$ cat src/rtl/i2c_pkg.sv
// Shared types and constants for the byte-level I2C target.
package i2c_pkg;

  localparam int unsigned I2C_BYTE_W = 8;
  localparam int unsigned I2C_ADDR_W = 7;
  localparam int unsigned I2C_CNT_W  = 3;

  localparam logic I2C_ACK     = 1'b0;
  localparam logic I2C_NACK    = 1'b1;
  localparam logic I2C_RW_READ = 1'b1;

  typedef enum logic [2:0] {
    ST_IDLE,
    ST_ADDR,
    ST_ADDR_ACK,
    ST_WRITE,
    ST_WR_ACK,
    ST_READ,
    ST_RD_ACK,
    ST_WAIT_STOP
  } i2c_tgt_state_t;

endpackage

$ cat src/rtl/i2c_target_if.sv
// Bus lines and client handshake of the I2C target.
interface i2c_target_if;
  import i2c_pkg::*;

  logic                  scl_i;
  logic                  sda_i;
  logic                  sda_oe;
  logic [I2C_BYTE_W-1:0] rx_data;
  logic                  rx_valid;
  logic [I2C_BYTE_W-1:0] tx_data;
  logic                  tx_req;
  logic                  rw;
  logic                  busy;
  logic                  start_det;
  logic                  stop_det;

  modport slave (
    input  scl_i, sda_i, tx_data,
    output sda_oe, rx_data, rx_valid, tx_req, rw, busy, start_det, stop_det
  );

  modport master (
    output scl_i, sda_i, tx_data,
    input  sda_oe, rx_data, rx_valid, tx_req, rw, busy, start_det, stop_det
  );

endinterface

$ cat src/rtl/i2c_line_sync.sv
// Two-flop synchronizer for one open-drain line with registered level and edge flags.
module i2c_line_sync (
  input  logic clk,
  input  logic rst,
  input  logic line,
  output logic lvl,
  output logic rise,
  output logic fall
);

  logic [1:0] sync;

  // Reset to 1 so an idle bus produces no spurious edges.
  always_ff @(posedge clk) begin
    if (rst) begin
      sync <= 2'b11;
      lvl  <= 1'b1;
      rise <= 1'b0;
      fall <= 1'b0;
    end else begin
      sync <= {sync[0], line};
      lvl  <= sync[1];
      rise <= sync[1] & ~lvl;
      fall <= ~sync[1] & lvl;
    end
  end

endmodule

$ cat src/rtl/i2c_target.sv
// Byte-level I2C target: address match, ACK generation, write delivery and read fetch.
module i2c_target
  import i2c_pkg::*;
#(
  parameter logic [I2C_ADDR_W-1:0] ADDR = 7'h50
) (
  input  logic          clk,
  input  logic          rst,
  i2c_target_if.slave   bus
);

  logic scl_lvl, scl_rise, scl_fall;
  logic sda_lvl, sda_rise, sda_fall;

  i2c_line_sync u_scl (.clk(clk), .rst(rst), .line(bus.scl_i),
                       .lvl(scl_lvl), .rise(scl_rise), .fall(scl_fall));
  i2c_line_sync u_sda (.clk(clk), .rst(rst), .line(bus.sda_i),
                       .lvl(sda_lvl), .rise(sda_rise), .fall(sda_fall));

  i2c_tgt_state_t        state, state_nxt;
  logic [I2C_CNT_W-1:0]  bit_cnt, bit_cnt_nxt;
  logic [I2C_BYTE_W-1:0] shreg, shreg_nxt;
  logic                  phase, phase_nxt;
  logic                  lead, lead_nxt;
  logic                  sda_oe, sda_oe_nxt;
  logic [I2C_BYTE_W-1:0] rx_data, rx_data_nxt;
  logic                  rx_valid, rx_valid_nxt;
  logic                  tx_req, tx_req_nxt;
  logic                  rw, rw_nxt;
  logic                  busy, busy_nxt;
  logic                  start_det, start_det_nxt;
  logic                  stop_det, stop_det_nxt;

  logic                  bus_start, bus_stop, last_bit, addr_hit;
  logic [I2C_BYTE_W-1:0] byte_in;

  assign bus_start = sda_fall & scl_lvl;
  assign bus_stop  = sda_rise & scl_lvl;
  assign last_bit  = (bit_cnt == 3'd7);
  assign byte_in   = {shreg[I2C_BYTE_W-2:0], sda_lvl};
  assign addr_hit  = (byte_in[I2C_BYTE_W-1:1] == ADDR);

  always_ff @(posedge clk) begin
    if (rst) begin
      state     <= ST_IDLE;
      bit_cnt   <= '0;
      shreg     <= '0;
      phase     <= 1'b0;
      lead      <= 1'b0;
      sda_oe    <= 1'b0;
      rx_data   <= '0;
      rx_valid  <= 1'b0;
      tx_req    <= 1'b0;
      rw        <= 1'b0;
      busy      <= 1'b0;
      start_det <= 1'b0;
      stop_det  <= 1'b0;
    end else begin
      state     <= state_nxt;
      bit_cnt   <= bit_cnt_nxt;
      shreg     <= shreg_nxt;
      phase     <= phase_nxt;
      lead      <= lead_nxt;
      sda_oe    <= sda_oe_nxt;
      rx_data   <= rx_data_nxt;
      rx_valid  <= rx_valid_nxt;
      tx_req    <= tx_req_nxt;
      rw        <= rw_nxt;
      busy      <= busy_nxt;
      start_det <= start_det_nxt;
      stop_det  <= stop_det_nxt;
    end
  end

  // phase: second half of an ACK slot, or 8th read bit already clocked.
  always_comb begin
    state_nxt = state;
    if (bus_start) begin
      state_nxt = ST_ADDR;
    end else if (bus_stop) begin
      state_nxt = ST_IDLE;
    end else begin
      case (state)
        ST_ADDR:     if (scl_rise && last_bit) state_nxt = addr_hit ? ST_ADDR_ACK : ST_WAIT_STOP;
        ST_ADDR_ACK: if (scl_fall && phase) state_nxt = (rw == I2C_RW_READ) ? ST_READ : ST_WRITE;
        ST_WRITE:    if (scl_rise && last_bit) state_nxt = ST_WR_ACK;
        ST_WR_ACK:   if (scl_fall && phase) state_nxt = ST_WRITE;
        ST_READ:     if (!tx_req && scl_fall && phase) state_nxt = ST_RD_ACK;
        ST_RD_ACK:   if (scl_rise) state_nxt = (sda_lvl == I2C_ACK) ? ST_READ : ST_WAIT_STOP;
        default:     state_nxt = state;
      endcase
    end
  end

  always_comb begin
    bit_cnt_nxt   = bit_cnt;
    shreg_nxt     = shreg;
    phase_nxt     = phase;
    lead_nxt      = lead;
    sda_oe_nxt    = sda_oe;
    rx_data_nxt   = rx_data;
    rx_valid_nxt  = 1'b0;
    tx_req_nxt    = 1'b0;
    rw_nxt        = rw;
    busy_nxt      = busy;
    start_det_nxt = 1'b0;
    stop_det_nxt  = 1'b0;
    if (bus_start || bus_stop) begin
      sda_oe_nxt    = 1'b0;
      busy_nxt      = 1'b0;
      bit_cnt_nxt   = '0;
      phase_nxt     = 1'b0;
      lead_nxt      = 1'b0;
      start_det_nxt = bus_start;
      stop_det_nxt  = bus_stop;
    end else begin
      case (state)
        ST_ADDR: if (scl_rise) begin
          shreg_nxt   = byte_in;
          bit_cnt_nxt = bit_cnt + 3'(1);
          if (last_bit && addr_hit) begin
            rw_nxt   = byte_in[0];
            busy_nxt = 1'b1;
          end
        end
        ST_ADDR_ACK, ST_WR_ACK: if (scl_fall) begin
          phase_nxt  = ~phase;
          sda_oe_nxt = ~phase;
          if (phase && state == ST_ADDR_ACK && rw == I2C_RW_READ) begin
            tx_req_nxt = 1'b1;
            lead_nxt   = 1'b1;
          end
        end
        ST_WRITE: if (scl_rise) begin
          shreg_nxt   = byte_in;
          bit_cnt_nxt = bit_cnt + 3'(1);
          if (last_bit) begin
            rx_data_nxt  = byte_in;
            rx_valid_nxt = 1'b1;
          end
        end
        ST_READ: begin
          // After the address ACK the first bit must go out in the same SCL-low phase.
          if (tx_req) begin
            if (lead) begin
              sda_oe_nxt = ~bus.tx_data[I2C_BYTE_W-1];
              shreg_nxt  = {bus.tx_data[I2C_BYTE_W-2:0], 1'b0};
              lead_nxt   = 1'b0;
            end else begin
              shreg_nxt = bus.tx_data;
            end
          end else if (scl_rise) begin
            bit_cnt_nxt = bit_cnt + 3'(1);
            if (last_bit) phase_nxt = 1'b1;
          end else if (scl_fall) begin
            if (phase) begin
              sda_oe_nxt = 1'b0;
              phase_nxt  = 1'b0;
            end else begin
              sda_oe_nxt = ~shreg[I2C_BYTE_W-1];
              shreg_nxt  = {shreg[I2C_BYTE_W-2:0], 1'b0};
            end
          end
        end
        ST_RD_ACK: if (scl_rise) begin
          if (sda_lvl == I2C_ACK) tx_req_nxt = 1'b1;
          else                    busy_nxt   = 1'b0;
        end
        default: ;
      endcase
    end
  end

  assign bus.sda_oe    = sda_oe;
  assign bus.rx_data   = rx_data;
  assign bus.rx_valid  = rx_valid;
  assign bus.tx_req    = tx_req;
  assign bus.rw        = rw;
  assign bus.busy      = busy;
  assign bus.start_det = start_det;
  assign bus.stop_det  = stop_det;

endmodule

$ cat src/flat_wrapper.sv
// flat-port wrapper written by rule: the top's interface ports become plain ports
module i2c_target_flat import i2c_pkg::*;
#(
  parameter logic [I2C_ADDR_W-1:0] ADDR = 7'h50
)
  (clk, rst, bus_scl_i, bus_sda_i, bus_tx_data, bus_sda_oe, bus_rx_data, bus_rx_valid, bus_tx_req, bus_rw, bus_busy, bus_start_det, bus_stop_det);
  i2c_target_if bus_i ();
  input  logic clk;
  input  logic rst;
  input wire logic [$bits(bus_i.scl_i)-1:0] bus_scl_i;
  input wire logic [$bits(bus_i.sda_i)-1:0] bus_sda_i;
  input wire logic [$bits(bus_i.tx_data)-1:0] bus_tx_data;
  output wire logic [$bits(bus_i.sda_oe)-1:0] bus_sda_oe;
  output wire logic [$bits(bus_i.rx_data)-1:0] bus_rx_data;
  output wire logic [$bits(bus_i.rx_valid)-1:0] bus_rx_valid;
  output wire logic [$bits(bus_i.tx_req)-1:0] bus_tx_req;
  output wire logic [$bits(bus_i.rw)-1:0] bus_rw;
  output wire logic [$bits(bus_i.busy)-1:0] bus_busy;
  output wire logic [$bits(bus_i.start_det)-1:0] bus_start_det;
  output wire logic [$bits(bus_i.stop_det)-1:0] bus_stop_det;
  assign bus_i.scl_i = bus_scl_i;
  assign bus_i.sda_i = bus_sda_i;
  assign bus_i.tx_data = bus_tx_data;
  assign bus_sda_oe = bus_i.sda_oe;
  assign bus_rx_data = bus_i.rx_data;
  assign bus_rx_valid = bus_i.rx_valid;
  assign bus_tx_req = bus_i.tx_req;
  assign bus_rw = bus_i.rw;
  assign bus_busy = bus_i.busy;
  assign bus_start_det = bus_i.start_det;
  assign bus_stop_det = bus_i.stop_det;
  i2c_target #(.ADDR(ADDR)) u_core (.clk(clk), .rst(rst), .bus(bus_i));
endmodule
$ cat config.mk
export PLATFORM = sky130hd
export DESIGN_NAME = i2c_target_flat
export DESIGN_NICKNAME = d
export VERILOG_FILES = /design/src/rtl/i2c_pkg.sv /design/src/rtl/i2c_target_if.sv /design/src/rtl/i2c_line_sync.sv /design/src/rtl/i2c_target.sv /design/src/flat_wrapper.sv
export SDC_FILE = /design/constraint.sdc
export NUM_CORES = 1
export LEC_CHECK = 0
export ABC_AREA = 1
export CORE_MARGIN = 5
export CORE_UTILIZATION = 60
export CTS_BUF_LIST = sky130_fd_sc_hd__clkbuf_4
export CTS_CLUSTER_DIAMETER = 150
export DETAILED_ROUTE_END_ITERATION = 7
export GPL_ROUTABILITY_DRIVEN = 0
export PLACE_DENSITY = 0.86
export SLEW_MARGIN = 20
export SYNTH_ARGS = -nofsm -noshare
export SYNTH_HDL_FRONTEND = slang
export SYNTH_SLANG_ARGS = --single-unit
$ cat constraint.sdc
create_clock -name clk -period 2.2 [get_ports clk]
set_input_delay 0.44 -clock clk [delete_from_list [all_inputs] [get_ports clk]]
set_output_delay 0.44 -clock clk [all_outputs]
set_load 0.01 [all_outputs]
=== Yosys cells after proc, flatten, opt, wreduce, memory -nomap -nowiden ===
Cells that the tools add are included.

* Memories kept: 0
* Bits of input ports: 12
* ROM bits: 0
* Memory bits (writable): 0
* Output and inout bits: 15
* Register bits after elaboration: 41
* Word-level logic and storage cells: 152
* Latch bits: 0

* $lt $le $gt $ge: 0
* Bitwise logic cells: 16
* Shift-type cells: 0
* Equal/unequal tests: 34
* Multipliers: 0
* Div/mod/pow operators: 0
* Muxes and demuxes: 49
* Add/sub/neg operators: 1
* Reductions and logical operators: 30

{| class="wikitable"
|+ Operators with widths
! operator !! number
|-
| 8-bit two-way mux || 6
|-
| 3-bit two-way mux || 10
|-
| 1-bit two-way mux || 24
|-
| 4-bit by 1-bit != test with 1-bit output, second input constant || 5
|-
| 2-bit by 1-bit != test with 1-bit output, second input constant || 9
|-
| 3-bit case mux with 6 select lines || 1
|-
| 8-bit case mux with 2 select lines || 1
|-
| 5-bit AND reduction || 3
|-
| 7-bit AND reduction || 2
|-
| 3-bit equality test, second input constant || 4
|-
| 3-bit by 2-bit != test with 1-bit output, second input constant || 4
|-
| 4-bit AND reduction || 3
|-
| 2-bit != test, second input constant || 5
|-
| 1-bit inverter || 10
|-
| 1-bit case mux with 2 select lines || 5
|-
| 8-bit nonzero test || 1
|-
| 2-bit OR reduction || 4
|-
| 7-bit equality test, second input constant || 1
|-
| 1-bit logical AND || 7
|-
| 1-bit bitwise AND || 6
|-
| 3-bit by 2-bit equality test with 1-bit output, second input constant || 2
|-
| 3-bit != test, second input constant || 2
|-
| 3-bit case mux with 2 select lines || 1
|-
| 6-bit AND reduction || 1
|-
| other kinds (11) || 13
|}

=== Depth between registers and ports, before layout ===
* Word-level depth: 7
* Depth in mapped cells: 11
* Gate-level depth less buffers: 10

=== Cells and area by module ===
Synthesis repeated with hierarchy kept, for this count alone.

* Cells, all modules: 281
* Area total of the unflattened synthesis: 1981.9 um^2

{| class="wikitable"
|+ By module, submodules not included
! module !! times used !! area each (um^2) !! cells an instance
|-
| i2c_target || 1 || 1704.1 || 253
|-
| i2c_line_sync || 2 || 138.9 || 14
|}

=== Worst setup path before layout ===
No wires, ideal clock.

* Path kind: register to register
* Start: reg u_core.bit_cnt[0]
* End: reg u_core.rx_data[3], in the netlist u_core.bus.rx_data[3]
* Arrival: 1.302 ns
* Cell stages (with the launch flop): 8
* Buffers on the path: 1
* Path slack: 0.829 ns
* Data required time: 2.130 ns
* Period minus slack after synthesis: 1.371 ns
* Library setup time: 0.070 ns
* Cell sequence: dfxtp_1 -> ha_1 -> ha_1 -> nand2_1 -> nor3_4 -> buf_6 -> o21ai_0 -> a21oi_1

* Cells in the longest elaborated chain, start to end: 2

{| class="wikitable"
|+ RTL lines
! element !! RTL line !! RTL
|-
| from (decl) || i2c_target.sv:21 || <nowiki>logic [I2C_CNT_W-1:0] bit_cnt, bit_cnt_nxt;</nowiki>
|-
| from (signal assigned) || i2c_target.sv:60 || <nowiki>bit_cnt <= bit_cnt_nxt;</nowiki>
|-
| 3-bit equality test || i2c_target.sv:39 || <nowiki>assign last_bit = (bit_cnt == 3'd7);</nowiki>
|-
| net u_core.last_bit || i2c_target.sv:34 || <nowiki>logic bus_start, bus_stop, last_bit, addr_hit;</nowiki>
|-
| 4-bit AND reduction (no source line) || n/a ||
|-
| to (signal assigned) || i2c_target.sv:65 || <nowiki>rx_data <= rx_data_nxt;</nowiki>
|-
| to (decl) || i2c_target.sv:26 || <nowiki>logic [I2C_BYTE_W-1:0] rx_data, rx_data_nxt;</nowiki>
|}

The timed path passes the listed nets, and every way through them passes these cells.
A chain may end at the register's enable or synchronous reset.

=== Worst setup path after layout ===
* Start: reg u_core.tx_req, in the netlist u_core.bus.tx_req
* End: out bus_tx_req

{| class="wikitable"
|+ RTL lines
! element !! RTL line !! RTL
|-
| from (decl) || i2c_target.sv:28 || <nowiki>logic tx_req, tx_req_nxt;</nowiki>
|-
| from (signal assigned) || i2c_target.sv:67 || <nowiki>tx_req <= tx_req_nxt;</nowiki>
|-
| to (decl) || flat_wrapper.sv:16 || <nowiki>output wire logic [$bits(bus_i.tx_req)-1:0] bus_tx_req;</nowiki>
|}

No word-level cell between the ends.

==> impl_results.md <==
* Status: finished clean
* HP Class: reg2reg
* Post-synth cell types at 33
* Fill cells at 283
* Final setup violation count at 0
* Vias in the first global route at 1737
* Mapped Cells at 290
* Dpl cells at 356
* GRT Total Usage at 21.3%
* Number of remaining DRC errors at 0
* First-pass GRT wire length at 7530 um
* CP Data Arrival Time at 1410 ps
* Yosys top cell area share at 40.3%
* Mapped Area at 2030 um2
* Post-CTS Setup Bufs at 0
* WS Path Type: reg2out
* Critical path's largest stage delay at 580 ps
* Worst VDD drop at 0.631 mV
* Initial antenna violation count at 0
* Pleak at 1.07 nW
* Global route total overflow at 0
* I/O pin total at 27
* CP Launch Point: u_core.bus.tx_req
* CTS buffer count at 5
* Most frequent cells in the layout: nand2_1, dfxtp_1, nor2_1
* Hold_buf cts at 0
* Post-synthesis sequential area ratio at 40.3%
* Non-filler cells, final at 364
* Worst-path cell chain: clkdlybuf4s50_1
* CP Launch Type: flip-flop
* Vias at 1864
* Via density at 5.12
* H-Tree Depth at 2
* CP max FO at 4
* WL final at 4220 um
* Layout area overhead at 17.8%
* R2R Path Start: u_core.bit_cnt[1]
* Ys Warns at 0
* Dpl hpwl at 3120 um
* Final ANT Viol Nets at 0
* Worst hold start: u_core.u_scl.sync[1]
* Die Height at 68.2 um
* CTS tree: done
* FMAX at 540 MHz
* Largest net degree at the start of global routing at 19
* RSZ-0062 raised after global routing: false
* Minimum clock period at 1850 ps
* Worst Path Required at 1760 ps
* Crit end category: primary output
* Die width at 68.2 um
* CP max-delay cell: clkdlybuf4s50_1
* Slew at the pin closest to its max-slew limit at 468 ps
* Die ar. at 4660 um2
* Fin Setup TNS at 0 ps
* PwrDens at 821 nW/um2
* Rows at 21
* Synth area leaders: dfxtp_1, nand2_1, o21ai_0, nor2_1, inv_1
* Syn Area/Cell at 7.02 um2
* Final hold vios at 0
* Yosys top cell by area: dfxtp_1
* Initial core utilization at 61.5%
* Root Buffer Master: clkbuf_4
* Share of cells above drive strength 1 at 12.3%
* Core footprint at 3310 um2
* DR WL/cell at 11.6 um
* Commonest non-fill, non-tap cell in the layout: nand2_1
* Port buffer count at 26
* Synthesized Nets at 304
* Maxcap violations at 0
* Drt first-iter violations at 114
* Antenna cells at 0
* Top Family by Delay on Critical Path: buffers and inverters
* Finished Core Util at 72.4%
* Pwr Total at 1.97 mW
* Layout Skew at 5.43 ps
* Max-slew headroom at 68.7%
* Worst-Skew Late Latency at 350 ps
* Register bit count reported by yosys at 41
* Final period utilization at 84.2%
* Clk sinks at 41
* CTS resizes at 0
* Clk slew on worst S/H paths at 130 ps
* Slew Limit Fails at 0
* Drt first pass iters at 4
* Clock tree buffer depth at 2
* Crit path buffers/inverters at 1
* Final nets at 331
## layout make-up
type,instances,area (um2),share of cell area (%)
repair buffers,29,283,11.8
multi-input cells,205,1020,42.6
well taps,46,57.6,2.40
flip-flops and latches,41,821,34.3
inverters,35,131,5.48
clock buffers,5,37.5,1.57
clock inverters,3,46.3,1.93
## cell usage after synthesis
| cell | count |
|---|---|
| clkinv_1 | 3 |
| a21oi_4 | 1 |
| buf_2 | 1 |
| nand3_1 | 6 |
| o21ai_2 | 1 |
| a31oi_1 | 1 |
| or2_2 | 4 |
| nor2_4 | 1 |
| ha_1 | 2 |
| nand4_1 | 3 |
| nor2_1 | 38 |
| nand4_4 | 1 |
| buf_6 | 2 |
| nor4_1 | 1 |
| clkbuf_1 | 2 |
| o211ai_1 | 2 |
| a21oi_1 | 14 |
| a21oi_2 | 1 |
| nand2_1 | 74 |
| inv_1 | 29 |
| buf_4 | 3 |
| clkbuf_2 | 1 |
| nor2_2 | 9 |
| inv_2 | 3 |
| o21ai_0 | 33 |
| dfxtp_1 | 41 |
| nand2_2 | 3 |
| nor3_4 | 1 |
| o31ai_1 | 1 |
| nor2_8 | 1 |
| nand3_4 | 1 |
| nand3_2 | 1 |
| nor3_1 | 5 |
## metrics by stage
stage / setup WS (ps) / hold WS [ps] / instance area (um2)
3_5_place_dp: 501 / 395 / 2310
3_3_place_gp: 601 / 392 / 2310
4_1_cts: 337 / 419 / 2400
2_1_floorplan: 829 / 389 / 2030
6_report: 348 / 417 / 2400
5_1_grt: 267 / 425 / 2400
## kinds of logic after synthesis
logic type               share of synthesized area [%]
AO/OA/AOI/OAI                                     14.6
adder cells (fa/ha/maj)                           1.23
buffers and inverters                             9.53
flip-flops                                        40.3
AND/OR/NAND/NOR                                   34.3
## power breakdown
group          leakage (nW)  switching [mW]  internal (mW)  total (mW)
clock                0.0414           0.260          0.241       0.501
combinational         0.696           0.359          0.198       0.557
sequential            0.333          0.0812          0.829       0.910
total                  1.07           0.700           1.27        1.97
## sequential cells by signal, summed over array words and instances (netlist names), 2 cells and up
signal / count
u_core.u_scl.sync: 2
u_core.bus.rx_data: 8
u_core.u_sda.sync: 2
u_core.state: 3
u_core.bit_cnt: 3
u_core.shreg: 8
## final timing paths
path	slack, ps	to	depth (start not counted)
max	350	bus_tx_req	1
min	420	u_core.u_scl.fall	1
max reg2reg	490	u_core.bus.rx_data[2]	6
min reg2reg	420	u_core.u_scl.fall	1
## layer usage
metal	GRT usage [%]	share of wire, %
met5	0	0
met4	7.94	1.5
met1	27.9	48
met3	6.40	6.3
met2	33.1	44
Power figures use the tool's default switching activity.
